==> src/rtl/huffman_pkg.sv <==
// Shared types and constants for the Huffman decoder slice.
// Optional symbol counters are enabled with `define HUFFDEC_CNT_EN.
package huffman_pkg;

  localparam int NSYM = 6;
  localparam int CW   = 8;

  typedef enum logic [1:0] {
    IDLE   = 2'd0,
    DECODE = 2'd1,
    ERR    = 2'd2
  } dec_state_t;

  typedef logic [2:0] sym_t;

endpackage

==> src/rtl/huffman_match.sv <==
// Combinational codeword matcher: compares the candidate shift register and
// length mask against the six loaded table entries, lowest index wins.
module huffman_match
  import huffman_pkg::*;
(
  input  logic [CW-1:0] i_shreg_n,
  input  logic [CW-1:0] i_lmask_n,
  input  logic [CW-1:0] i_hc1,
  input  logic [CW-1:0] i_hc2,
  input  logic [CW-1:0] i_hc3,
  input  logic [CW-1:0] i_hc4,
  input  logic [CW-1:0] i_hc5,
  input  logic [CW-1:0] i_hc6,
  input  logic [CW-1:0] i_m1,
  input  logic [CW-1:0] i_m2,
  input  logic [CW-1:0] i_m3,
  input  logic [CW-1:0] i_m4,
  input  logic [CW-1:0] i_m5,
  input  logic [CW-1:0] i_m6,
  output logic          o_hit,
  output sym_t          o_idx
);

  logic [CW-1:0] w_hc [NSYM];
  logic [CW-1:0] w_m  [NSYM];

  assign w_hc[0] = i_hc1;
  assign w_hc[1] = i_hc2;
  assign w_hc[2] = i_hc3;
  assign w_hc[3] = i_hc4;
  assign w_hc[4] = i_hc5;
  assign w_hc[5] = i_hc6;

  assign w_m[0] = i_m1;
  assign w_m[1] = i_m2;
  assign w_m[2] = i_m3;
  assign w_m[3] = i_m4;
  assign w_m[4] = i_m5;
  assign w_m[5] = i_m6;

  // Scanning from the highest index down lets the lowest matching index overwrite.
  always_comb begin
    o_hit = 1'b0;
    o_idx = '0;
    for (int i = NSYM - 1; i >= 0; i--) begin
      if ((w_m[i] != '0) && (i_lmask_n == w_m[i]) && (i_shreg_n == w_hc[i])) begin
        o_hit = 1'b1;
        o_idx = sym_t'(i + 1);
      end
    end
  end

endmodule

==> src/rtl/huffman_decoder.sv <==
// Serial MSB-first Huffman decoder with ready/valid on bits and symbols.
// Define HUFFDEC_CNT_EN to add saturating per-symbol match counters DCNT1..DCNT6.
module huffman_decoder
  import huffman_pkg::*;
(
  input  logic          clk,
  input  logic          reset,
  input  logic          code_valid,
  input  logic [CW-1:0] HC1,
  input  logic [CW-1:0] HC2,
  input  logic [CW-1:0] HC3,
  input  logic [CW-1:0] HC4,
  input  logic [CW-1:0] HC5,
  input  logic [CW-1:0] HC6,
  input  logic [CW-1:0] M1,
  input  logic [CW-1:0] M2,
  input  logic [CW-1:0] M3,
  input  logic [CW-1:0] M4,
  input  logic [CW-1:0] M5,
  input  logic [CW-1:0] M6,
  input  logic          bit_valid,
  input  logic          bit_in,
  output logic          bit_ready,
  output logic          sym_valid,
  output sym_t          sym_out,
  input  logic          sym_ready,
  output logic          err
`ifdef HUFFDEC_CNT_EN
  ,
  output logic [7:0]    DCNT1,
  output logic [7:0]    DCNT2,
  output logic [7:0]    DCNT3,
  output logic [7:0]    DCNT4,
  output logic [7:0]    DCNT5,
  output logic [7:0]    DCNT6
`endif
);

  dec_state_t    r_state;
  logic [CW-1:0] r_hc [NSYM];
  logic [CW-1:0] r_m  [NSYM];
  // Only seven bits are ever kept: an eighth unmatched bit always lands in ERR.
  logic [CW-2:0] r_shreg;
  logic [CW-2:0] r_lmask;
  sym_t          r_sym_out;
  logic          r_sym_valid;
  logic          r_err;

  logic          w_bit_ready;
  logic          w_accept;
  logic [CW-1:0] w_shreg_n;
  logic [CW-1:0] w_lmask_n;
  logic          w_hit;
  sym_t          w_idx;

  assign w_bit_ready = (r_state == DECODE) && !code_valid && (!r_sym_valid || sym_ready);
  assign w_accept    = bit_valid && w_bit_ready;
  assign w_shreg_n   = {r_shreg, bit_in};
  assign w_lmask_n   = {r_lmask, 1'b1};

  huffman_match u_match (
    .i_shreg_n (w_shreg_n),
    .i_lmask_n (w_lmask_n),
    .i_hc1     (r_hc[0]),
    .i_hc2     (r_hc[1]),
    .i_hc3     (r_hc[2]),
    .i_hc4     (r_hc[3]),
    .i_hc5     (r_hc[4]),
    .i_hc6     (r_hc[5]),
    .i_m1      (r_m[0]),
    .i_m2      (r_m[1]),
    .i_m3      (r_m[2]),
    .i_m4      (r_m[3]),
    .i_m5      (r_m[4]),
    .i_m6      (r_m[5]),
    .o_hit     (w_hit),
    .o_idx     (w_idx)
  );

  // A table load overrides everything else, including a bit offered the same cycle.
  always_ff @(posedge clk or negedge reset) begin
    if (!reset) begin
      r_state     <= IDLE;
      for (int i = 0; i < NSYM; i++) begin
        r_hc[i] <= '0;
        r_m[i]  <= '0;
      end
      r_shreg     <= '0;
      r_lmask     <= '0;
      r_sym_out   <= '0;
      r_sym_valid <= 1'b0;
      r_err       <= 1'b0;
    end else if (code_valid) begin
      r_hc[0]     <= HC1;
      r_hc[1]     <= HC2;
      r_hc[2]     <= HC3;
      r_hc[3]     <= HC4;
      r_hc[4]     <= HC5;
      r_hc[5]     <= HC6;
      r_m[0]      <= M1;
      r_m[1]      <= M2;
      r_m[2]      <= M3;
      r_m[3]      <= M4;
      r_m[4]      <= M5;
      r_m[5]      <= M6;
      r_shreg     <= '0;
      r_lmask     <= '0;
      r_sym_valid <= 1'b0;
      r_err       <= 1'b0;
      r_state     <= DECODE;
    end else begin
      case (r_state)
        DECODE: begin
          if (r_sym_valid && sym_ready) begin
            r_sym_valid <= 1'b0;
          end
          if (w_accept) begin
            if (w_hit) begin
              r_sym_out   <= w_idx;
              r_sym_valid <= 1'b1;
              r_shreg     <= '0;
              r_lmask     <= '0;
            end else if (w_lmask_n == '1) begin
              r_state <= ERR;
              r_err   <= 1'b1;
              r_shreg <= '0;
              r_lmask <= '0;
            end else begin
              r_shreg <= w_shreg_n[CW-2:0];
              r_lmask <= w_lmask_n[CW-2:0];
            end
          end
        end
        ERR: begin
          r_err <= 1'b1;
        end
        default: begin
          r_state <= IDLE;
        end
      endcase
    end
  end

  assign bit_ready = w_bit_ready;
  assign sym_valid = r_sym_valid;
  assign sym_out   = r_sym_out;
  assign err       = r_err;

`ifdef HUFFDEC_CNT_EN
  logic [7:0] r_dcnt [NSYM];

  always_ff @(posedge clk or negedge reset) begin
    if (!reset) begin
      for (int i = 0; i < NSYM; i++) begin
        r_dcnt[i] <= '0;
      end
    end else if (code_valid) begin
      for (int i = 0; i < NSYM; i++) begin
        r_dcnt[i] <= '0;
      end
    end else if (w_accept && w_hit) begin
      for (int i = 0; i < NSYM; i++) begin
        if ((w_idx == sym_t'(i + 1)) && (r_dcnt[i] != 8'hFF)) begin
          r_dcnt[i] <= r_dcnt[i] + 8'd1;
        end
      end
    end
  end

  assign DCNT1 = r_dcnt[0];
  assign DCNT2 = r_dcnt[1];
  assign DCNT3 = r_dcnt[2];
  assign DCNT4 = r_dcnt[3];
  assign DCNT5 = r_dcnt[4];
  assign DCNT6 = r_dcnt[5];
`endif

endmodule

==> config.mk <==
export PLATFORM = sky130hd
export DESIGN_NAME = huffman_decoder
export DESIGN_NICKNAME = d
export VERILOG_FILES = /design/src/rtl/huffman_pkg.sv /design/src/rtl/huffman_match.sv /design/src/rtl/huffman_decoder.sv
export SDC_FILE = /design/constraint.sdc
export NUM_CORES = 1
export LEC_CHECK = 0
export ABC_AREA = 1
export CAP_MARGIN = 30
export CELL_PAD_IN_SITES_DETAIL_PLACEMENT = 0
export CELL_PAD_IN_SITES_GLOBAL_PLACEMENT = 1
export CORE_MARGIN = 2
export CORE_UTILIZATION = 38
export DETAILED_ROUTE_END_ITERATION = 6
export MAX_ROUTING_LAYER = met4
export PLACE_DENSITY_LB_ADDON = 0.08
export SYNTH_ARGS = -nofsm -noshare
export SYNTH_HDL_FRONTEND = slang
export SYNTH_SLANG_ARGS = --single-unit
==> constraint.sdc <==
create_clock -name clk -period 2.1 [get_ports clk]
set_clock_uncertainty 0.1 [all_clocks]
set_input_delay 0.42 -clock clk [delete_from_list [all_inputs] [get_ports clk]]
set_output_delay 0.42 -clock clk [all_outputs]
set_load 0.005 [all_outputs]
Word-level counts from Yosys, hierarchy flattened. Index checks and enable logic that the tools add are counted.

Register bits after elaboration: 117. Bits of input ports: 102. Output and inout port bits: 6. Word-level logic and storage cells: 107.

Equal/unequal tests: 19. Muxes and demuxes: 37. Bitwise gates (word level): 1. Reduce and logical (&&, ||, !) cells: 32.

Operators by type and width (number): $eq A8 B8 Y1 (12); $mux W7 (10); $reduce_bool A8 Y1 (6); $mux W3 (6); $logic_and A1 B1 Y1 (16); $mux W1 (15); $reduce_and A4 Y1 (3); $mux W2 (4); $eq A7 B7 Y1 const B (1); $ne A3 B3 Y1 const B (2); $pmux W2 S2 (1); $reduce_bool A2 Y1 (2); $ne A3 B2 Y1 const B (1); $reduce_bool A3 Y1 (1); $eq A2 B1 Y1 const B (1); $eq A2 B2 Y1 const B (1); $logic_not A1 Y1 (2); $ne A2 B2 Y1 const B (1); $pmux W1 S2 (1); $reduce_and A2 Y1 (1); $logic_or A1 B1 Y1 (1); $not A1 Y1 (1).

Logic depth before layout (Yosys ltp). Gate-level depths: netlist of run 1.

Depth in word-level cells: 13. Gate-level depth with buffers: 15. Gate-level depth less buffers: 14.

By module. A second synthesis of run 1 with hierarchy kept.

Cell total of the unflattened synthesis: 963. Area total of the unflattened synthesis: 6483.7 um^2.

Modules (own cells, without submodules): huffman_decoder (times used 1, cells an instance 517, area an instance 4550.6 um^2); huffman_match (times used 1, cells an instance 446, area an instance 1933.1 um^2).

Worst setup path after synthesis of run 1. Ideal clock, no wire load.

Kind: reg2reg. Start point: register r_lmask[3]. End point: register r_lmask[3]. Arrival: 1.429 ns. Setup slack: 0.444 ns. Stages on the path, launching flop included: 16. Clock period less this slack: 1.656 ns. Path through: dfrtp_1 > buf_2 > inv_2 > nand2_1 > nand2_1 > nor2_1 > nand2_1 > nor2_1 > nand2_2 > nand2_1 > nor2_2 > nand2_2 > inv_2 > nand2_4 > buf_12 > o22ai_2.

Longest elaborated chain between the ends: 13. Elaborated cells between the ends (all ways): 30.

Ends and longest elaborated chain: start: declaration (RTL line huffman_decoder.sv:44) `logic [CW-2:0] r_lmask;`; start signal: assignment (RTL line huffman_decoder.sv:130) `r_lmask <= w_lmask_n[CW-2:0];`; $eq A8 B8 Y1 (RTL line huffman_match.sv:46) `if ((w_m[i] != '0) && (i_lmask_n == w_m[i]) && (i_shreg_n == w_hc[i])) begin`; $logic_and A1 B1 Y1 (2 in series) (RTL line huffman_match.sv:46); $mux W1 (6 in series) (RTL line huffman_match.sv:46); $mux W7 * (RTL line huffman_decoder.sv:118) `if (w_hit) begin`; $mux W7 * (RTL line huffman_decoder.sv:117) `if (w_accept) begin`; $mux W7 * (RTL line huffman_decoder.sv:112) `case (r_state)`; $mux W7 * (RTL line huffman_decoder.sv:93) `end else if (code_valid) begin`.

Every way passes the cells marked *; elsewhere a longest branch is shown, timed or not. The select of a mux whose other input is x is not followed. A chain may end at the register's enable or synchronous reset.

Final worst setup path of run 1.
Start point: register r_lmask[3]. End point: register r_lmask[6].

The elaborated chain is that of the path after synthesis.

==> results.json, run 1 <==
{
  "p_clk_frac": 0.508,
  "cp_slowest_cell": "dfrtp_1",
  "cts_setup_buffers": 0,
  "finalCritPeriodShare": 0.946,
  "synthCells": 851,
  "vias_per_cell": 4.72,
  "clkSinkCount": 117,
  "postSynthAreaPerCell_sq_um": 7.08,
  "critPathTopFamily": "simple AND/OR/NAND/NOR gates",
  "clk_pin_slew_ns": 0.06,
  "layout-drive-gt1-share": 0.122,
  "internal_power_mw": 5.34,
  "synth_commonest_cells": "nand2_1, dfrtp_1, inv_1",
  "drt_pass1_iterations": 4,
  "seqPwrFrac": 0.362,
  "critical_path.cell_chain": "buf_4 -> nand2_1 -> nand2_1 -> nor2_1 -> nand2_1 -> nor2_2 -> nand2_1 -> nand2_1 -> nor2_1 -> nand2_2 -> inv_2 -> nand2_8 -> o22ai_1",
  "leakagePower_nw": 4.23,
  "antenna_found_initial": 0,
  "power_frac_comb": 0.131,
  "p_per_area_nw_per_um2": 838,
  "fin_crit_ns": 1.99,
  "slowest_delay_ns": 0.41,
  "core_region_area_sq_um": 15700,
  "crit_fanout": 14,
  "grt_max_degree": 139,
  "track_usage": 0.255,
  "drt_iter0_drc": 365,
  "clockBufferDepth": 2,
  "cts_root_buf": "clkbuf_16",
  "synth_cell_type_count": 31,
  "crit_top_cell": "nand2_1",
  "switching_power_mw": 1.70,
  "worstPathArrival_ns": 2.17,
  "cp_num_buf_inv": 2,
  "yosys_warnings": 0,
  "grt_pass1_vias": 5757,
  "startpoint_type": "register",
  "setup_viol": 0,
  "ys_seq_area_frac": 0.486,
  "wirelength_um": 20000,
  "initial_core_util": 0.383,
  "num_rows": 46,
  "status": "complete, no violations",
  "slew_headroom": 0.653,
  "drcViolationCount": 0,
  "gp_congestion": 0.917,
  "portBuffers": 107,
  "wl_per_cell_um": 16.3,
  "dp_hpwl_um": 14700,
  "final_util": 0.534,
  "synth_edf_count": 0,
  "dieArea_sq_um": 16900,
  "maxCapViolations": 0,
  "hold_viol_final": 0,
  "crit_path_end_kind": "register",
  "final_antenna_net_count": 0,
  "ys.flop_type": "dfrtp_1",
  "stdcell_count": 1224,
  "postSynth.asyncResetShare": 1.00,
  "insertion_delay_ns": 0.42,
  "required_ns": 2.29,
  "worst_pin_slew_ns": 0.521,
  "dp_cells": 1191,
  "vias": 5783,
  "die_y_um": 130,
  "synth_area_leaders": "dfrtp_1, nand2_1, o21ai_0",
  "fmaxAchievable_mhz": 503,
  "diodes": 0,
  "synthDominantCellAreaShare": 0.486,
  "crit_type": "register to register",
  "cts_buffers": 17,
  "sw_frac_of_total": 0.241,
  "fin_nets": 1097,
  "grt_pass1_wl_um": 30900,
  "slew_violations": 0,
  "max-vdd-ir-drop_mv": 0.563,
  "syn_nets": 953,
  "syn2layout_area_growth_pct": 39.3,
  "die_x_um": 130,
  "grt_overflow": 0,
  "min_path_type": "register to register",
  "h-tree-depth": 4,
  "synth_most_common_cell": "nand2_1",
  "cts_tree": "done",
  "netlist_area_sq_um": 6020,
  "synth_seq_cells": 117,
  "yosys.area.top_type": "dfrtp_1",
  "boundaryPins": 108
}
==> cells in the final DEF, fill, tap and decap left out, types with 2 or more instances in the layout <==
cell             instances
nand4_1                  6
nor2_1                  57
o22ai_2                  9
nor2_2                   7
nand2_2                  4
o21ai_2                  2
xnor2_1                  2
inv_4                    8
inv_1                   95
nand3_1                  8
nand2_1                388
a21oi_1                  3
dfrtp_1                113
o21ai_1                 12
clkdlybuf4s50_1        103
inv_2                    8
o21ai_0                 82
buf_4                   43
o22ai_1                  4
clkinvlp_4               3
buf_12                   4
bufinv_16                8
dfrtp_2                  4
clkbuf_16               17
o211ai_1                 2
==> stage by stage <==
step / power (mW) / hold WS, ns / area (sq um) / setup WS (ns) / TNS, ns
after floorplan: 3.01 / 0.0244 / 6020 / 0.444 / 0
after global placement: 3.48 / 0.318 / 7610 / -0.266 / -4.57
after detailed placement: 3.49 / 0.312 / 7610 / -0.275 / -4.68
after CTS: 7.08 / 0.377 / 8350 / 0.0554 / 0
after global routing: 7.31 / 0.408 / 8390 / -0.00336 / -0.00336
final: 7.03 / 0.376 / 8390 / 0.113 / 0
==> tightest hold or removal path, cell delays in order (launching register included) <==
cell and delay [ns]:
dfrtp_1 0.34, nand2_1 0.06, nand2_1 0.04
==> power by group through the flow <==
stage	sequential (mW)	clock, mW	combinational, mW
floorplan	2.54	0	0.471
global placement	2.57	0	0.907
global route	2.56	3.71	1.04
finish	2.54	3.57	0.918
detailed placement	2.57	0	0.917
CTS	2.54	3.61	0.924
==> routing by layer <==
metal / vias up / part of all wire / wire length, um / GRT usage
met3: 22 / 0.036 / 728 / 0.0467
met4: 0 / 0.019 / 381 / 0.0734
li1: 2893 / - / - / -
met5: - / 0 / 0 / -
met2: 135 / 0.48 / 9510 / 0.406
met1: 2733 / 0.47 / 9370 / 0.334
==> layout make-up <==
type                    count  area [sq um]
well taps                 216           270
inverters                 112           440
clock buffers              19           443
flip-flops and latches    117          2930
clock inverters            13           277
multi-input cells         594          2560
repair buffers            153          1470
fillers                  1558          7320
==> final timing paths <==
| kind | start | to | slack [ns] | cells past startpoint |
|---|---|---|---|---|
| max | r_lmask[3] | r_lmask[6] | 0.11 | 13 |
| min | r_m[8] | r_m[8] | 0.38 | 2 |
| max reg2reg | r_lmask[3] | r_lmask[6] | 0.11 | 13 |
| min reg2reg | r_m[8] | r_m[8] | 0.38 | 2 |
| max in group asynchronous | reset | sym_valid | 0.86 | 3 |
| min in group asynchronous | reset | r_hc[28] | 0.41 | 2 |
==> flip-flops by register name, summed over array words and instances (netlist names) <==
signal and flops:
err 1, r_hc 48, r_lmask 7, r_m 48
r_shreg 7, r_state 2, sym_out 3, sym_valid 1
==> cell families after synthesis <==
| family | synth area share |
|---|---|
| and+or+nand+nor | 0.309 |
| xor gates and xnor gates | 0.00291 |
| DFF | 0.486 |
| AOI/OAI and AO/OA | 0.109 |
| buffers and inverters | 0.0920 |
==> repair_timing <==
item                                    CTS  global route
resized for setup                         2            19
hold buffers                              1             0
hold endpoints to repair                 32             0
endpoints found under the setup margin    1            18
Note: power is estimated with default switching activity, not from simulation.
==> run 2: changes to the inputs <==
--- a/constraint.sdc
+++ b/constraint.sdc
@@ -4,2 +4,2 @@
 set_output_delay 0.42 -clock clk [all_outputs]
-set_load 0.005 [all_outputs]
+set_load 0.1 [all_outputs]
==> results.json, run 2 (synthesis gave the netlist of run 1 again) <==
{
  "drcViolationCount": 0,
  "setup_viol": 0,
  "maxCapViolations": 0,
  "drt_iter0_drc": 328,
  "vias": 5710,
  "leakagePower_nw": 4.18,
  "mostFrequentLayoutCells": "nand2_1, dfrtp_1, clkdlybuf4s50_1, inv_1, o21ai_0",
  "track_usage": 0.262,
  "seq_area_sq_um": 2930,
  "grt_max_degree": 119,
  "crit_fanout": 4,
  "worst_pin_slew_ns": 0.463,
  "die_y_um": 130,
  "final_common_cell": "nand2_1",
  "slew_violations": 0,
  "crit_type": "register to register",
  "fin_crit_ns": 1.97,
  "worstPathArrival_ns": 2.16,
  "p_per_area_nw_per_um2": 755,
  "die_x_um": 130,
  "required_ns": 2.30,
  "vias_per_cell": 4.67,
  "finalCritPeriodShare": 0.936,
  "h-tree-depth": 4,
  "tns_ns": 0,
  "status": "complete, no violations",
  "wl_per_cell_um": 16.5,
  "rsz0062_at_grt": "no",
  "hold_viol_final": 0,
  "slew_headroom": 0.692,
  "insertion_delay_ns": 0.42,
  "wirelength_um": 20200,
  "portBuffers": 107,
  "dieArea_sq_um": 16900,
  "grt_pass1_wl_um": 31600,
  "cts_tree": "done",
  "fin_nets": 1098,
  "initial_core_util": 0.383,
  "clockBufferDepth": 2,
  "clk_pin_slew_ns": 0.05,
  "clkSinkCount": 117,
  "fillCellCount": 1600,
  "core_region_area_sq_um": 15700,
  "boundaryPins": 108,
  "drt_pass1_iterations": 5,
  "gp_congestion": 0.884,
  "top_regs": "r_hc: 48 flops, r_m: 48 flops",
  "final_antenna_net_count": 0,
  "antenna_found_initial": 0,
  "diodes": 0,
  "dp_hpwl_um": 15300,
  "max-vdd-ir-drop_mv": 0.585,
  "power.total_mw": 6.22,
  "grt_overflow": 0,
  "layout-drive-gt1-share": 0.127,
  "startpoint_type": "register",
  "fmaxAchievable_mhz": 509,
  "multiInputGateArea_sq_um": 2570,
  "grt_pass1_vias": 5797,
  "syn2layout_area_growth_pct": 36.8,
  "cts_root_buf": "clkbuf_16",
  "min_path_type": "input pin to async pin",
  "num_rows": 46,
  "cts_buffers": 17,
  "crit_path_end_kind": "register"
}
[run 2: cell type report]
| type | count | area share |
|---|---|---|
| clock buffers | 25 | 0.0602 |
| clock inverters | 5 | 0.00608 |
| inverters | 112 | 0.0535 |
| multi-input cells | 594 | 0.312 |
| flip-flops and latches | 117 | 0.356 |
| well taps | 216 | 0.0328 |
| repair buffers | 154 | 0.179 |
[run 2: metrics by stage]
step            util  instance area [sq um]  hold slack (ns)  worst slack [ns]  cells
2_1_floorplan      -                   6030           0.0244            0.0525    851
3_3_place_gp   0.485                   7630            0.276            -0.296   1192
3_5_place_dp   0.485                   7630            0.281            -0.334   1192
4_1_cts        0.521                   8180            0.377            0.0270   1223
5_1_grt        0.524                   8240            0.397           0.00607   1223
6_report       0.524                   8240            0.370             0.135   1223
[run 2: repair_timing]
action,in CTS,in global routing
resized for setup,0,21
buffers inserted,0,0
setup endpoints to repair,0,19
endpoints found under the hold margin,26,0
hold buffers,1,0
[run 2: worst paths after layout]
kind | from | endpoint | slack (ns) | cells past startpoint
worst max-delay path | r_lmask[3] | r_state[0] | 0.13 | 14
worst min-delay path | reset | r_m[17] | 0.37 | 2
worst max register to register | r_lmask[3] | r_state[0] | 0.13 | 14
worst min register to register | r_m[8] | r_m[8] | 0.38 | 2
max in group asynchronous | reset | r_shreg[4] | 0.88 | 3
min in group clk | r_m[8] | r_m[8] | 0.38 | 2
[run 2: layer usage]
metal | GRT usage | share of wire | up-vias
li1 | - | - | 2888
met1 | 0.348 | 0.48 | 2680
met2 | 0.425 | 0.48 | 125
met3 | 0.0431 | 0.033 | 17
met4 | 0.0595 | 0.012 | 0
met5 | - | 0 | -
[run 2: critical path: stages, from the launching register on]
cell	delay (ns)
dfrtp_1	0.41
buf_4	0.17
nand2_1	0.07
nand2_1	0.07
clkinv_1	0.06
nand2_1	0.15
nor2_1	0.07
nand2_1	0.09
nor2_2	0.05
nor2_1	0.14
nand2_2	0.09
inv_2	0.12
nand2_1	0.12
nand2_1	0.08
nand2_1	0.05
[run 2: report_power, final]
group,switching [mW],internal (mW),leakage (nW)
sequential,0.110,2.43,1.44
combinational,0.527,0.415,2.47
clock,1.01,1.73,0.273
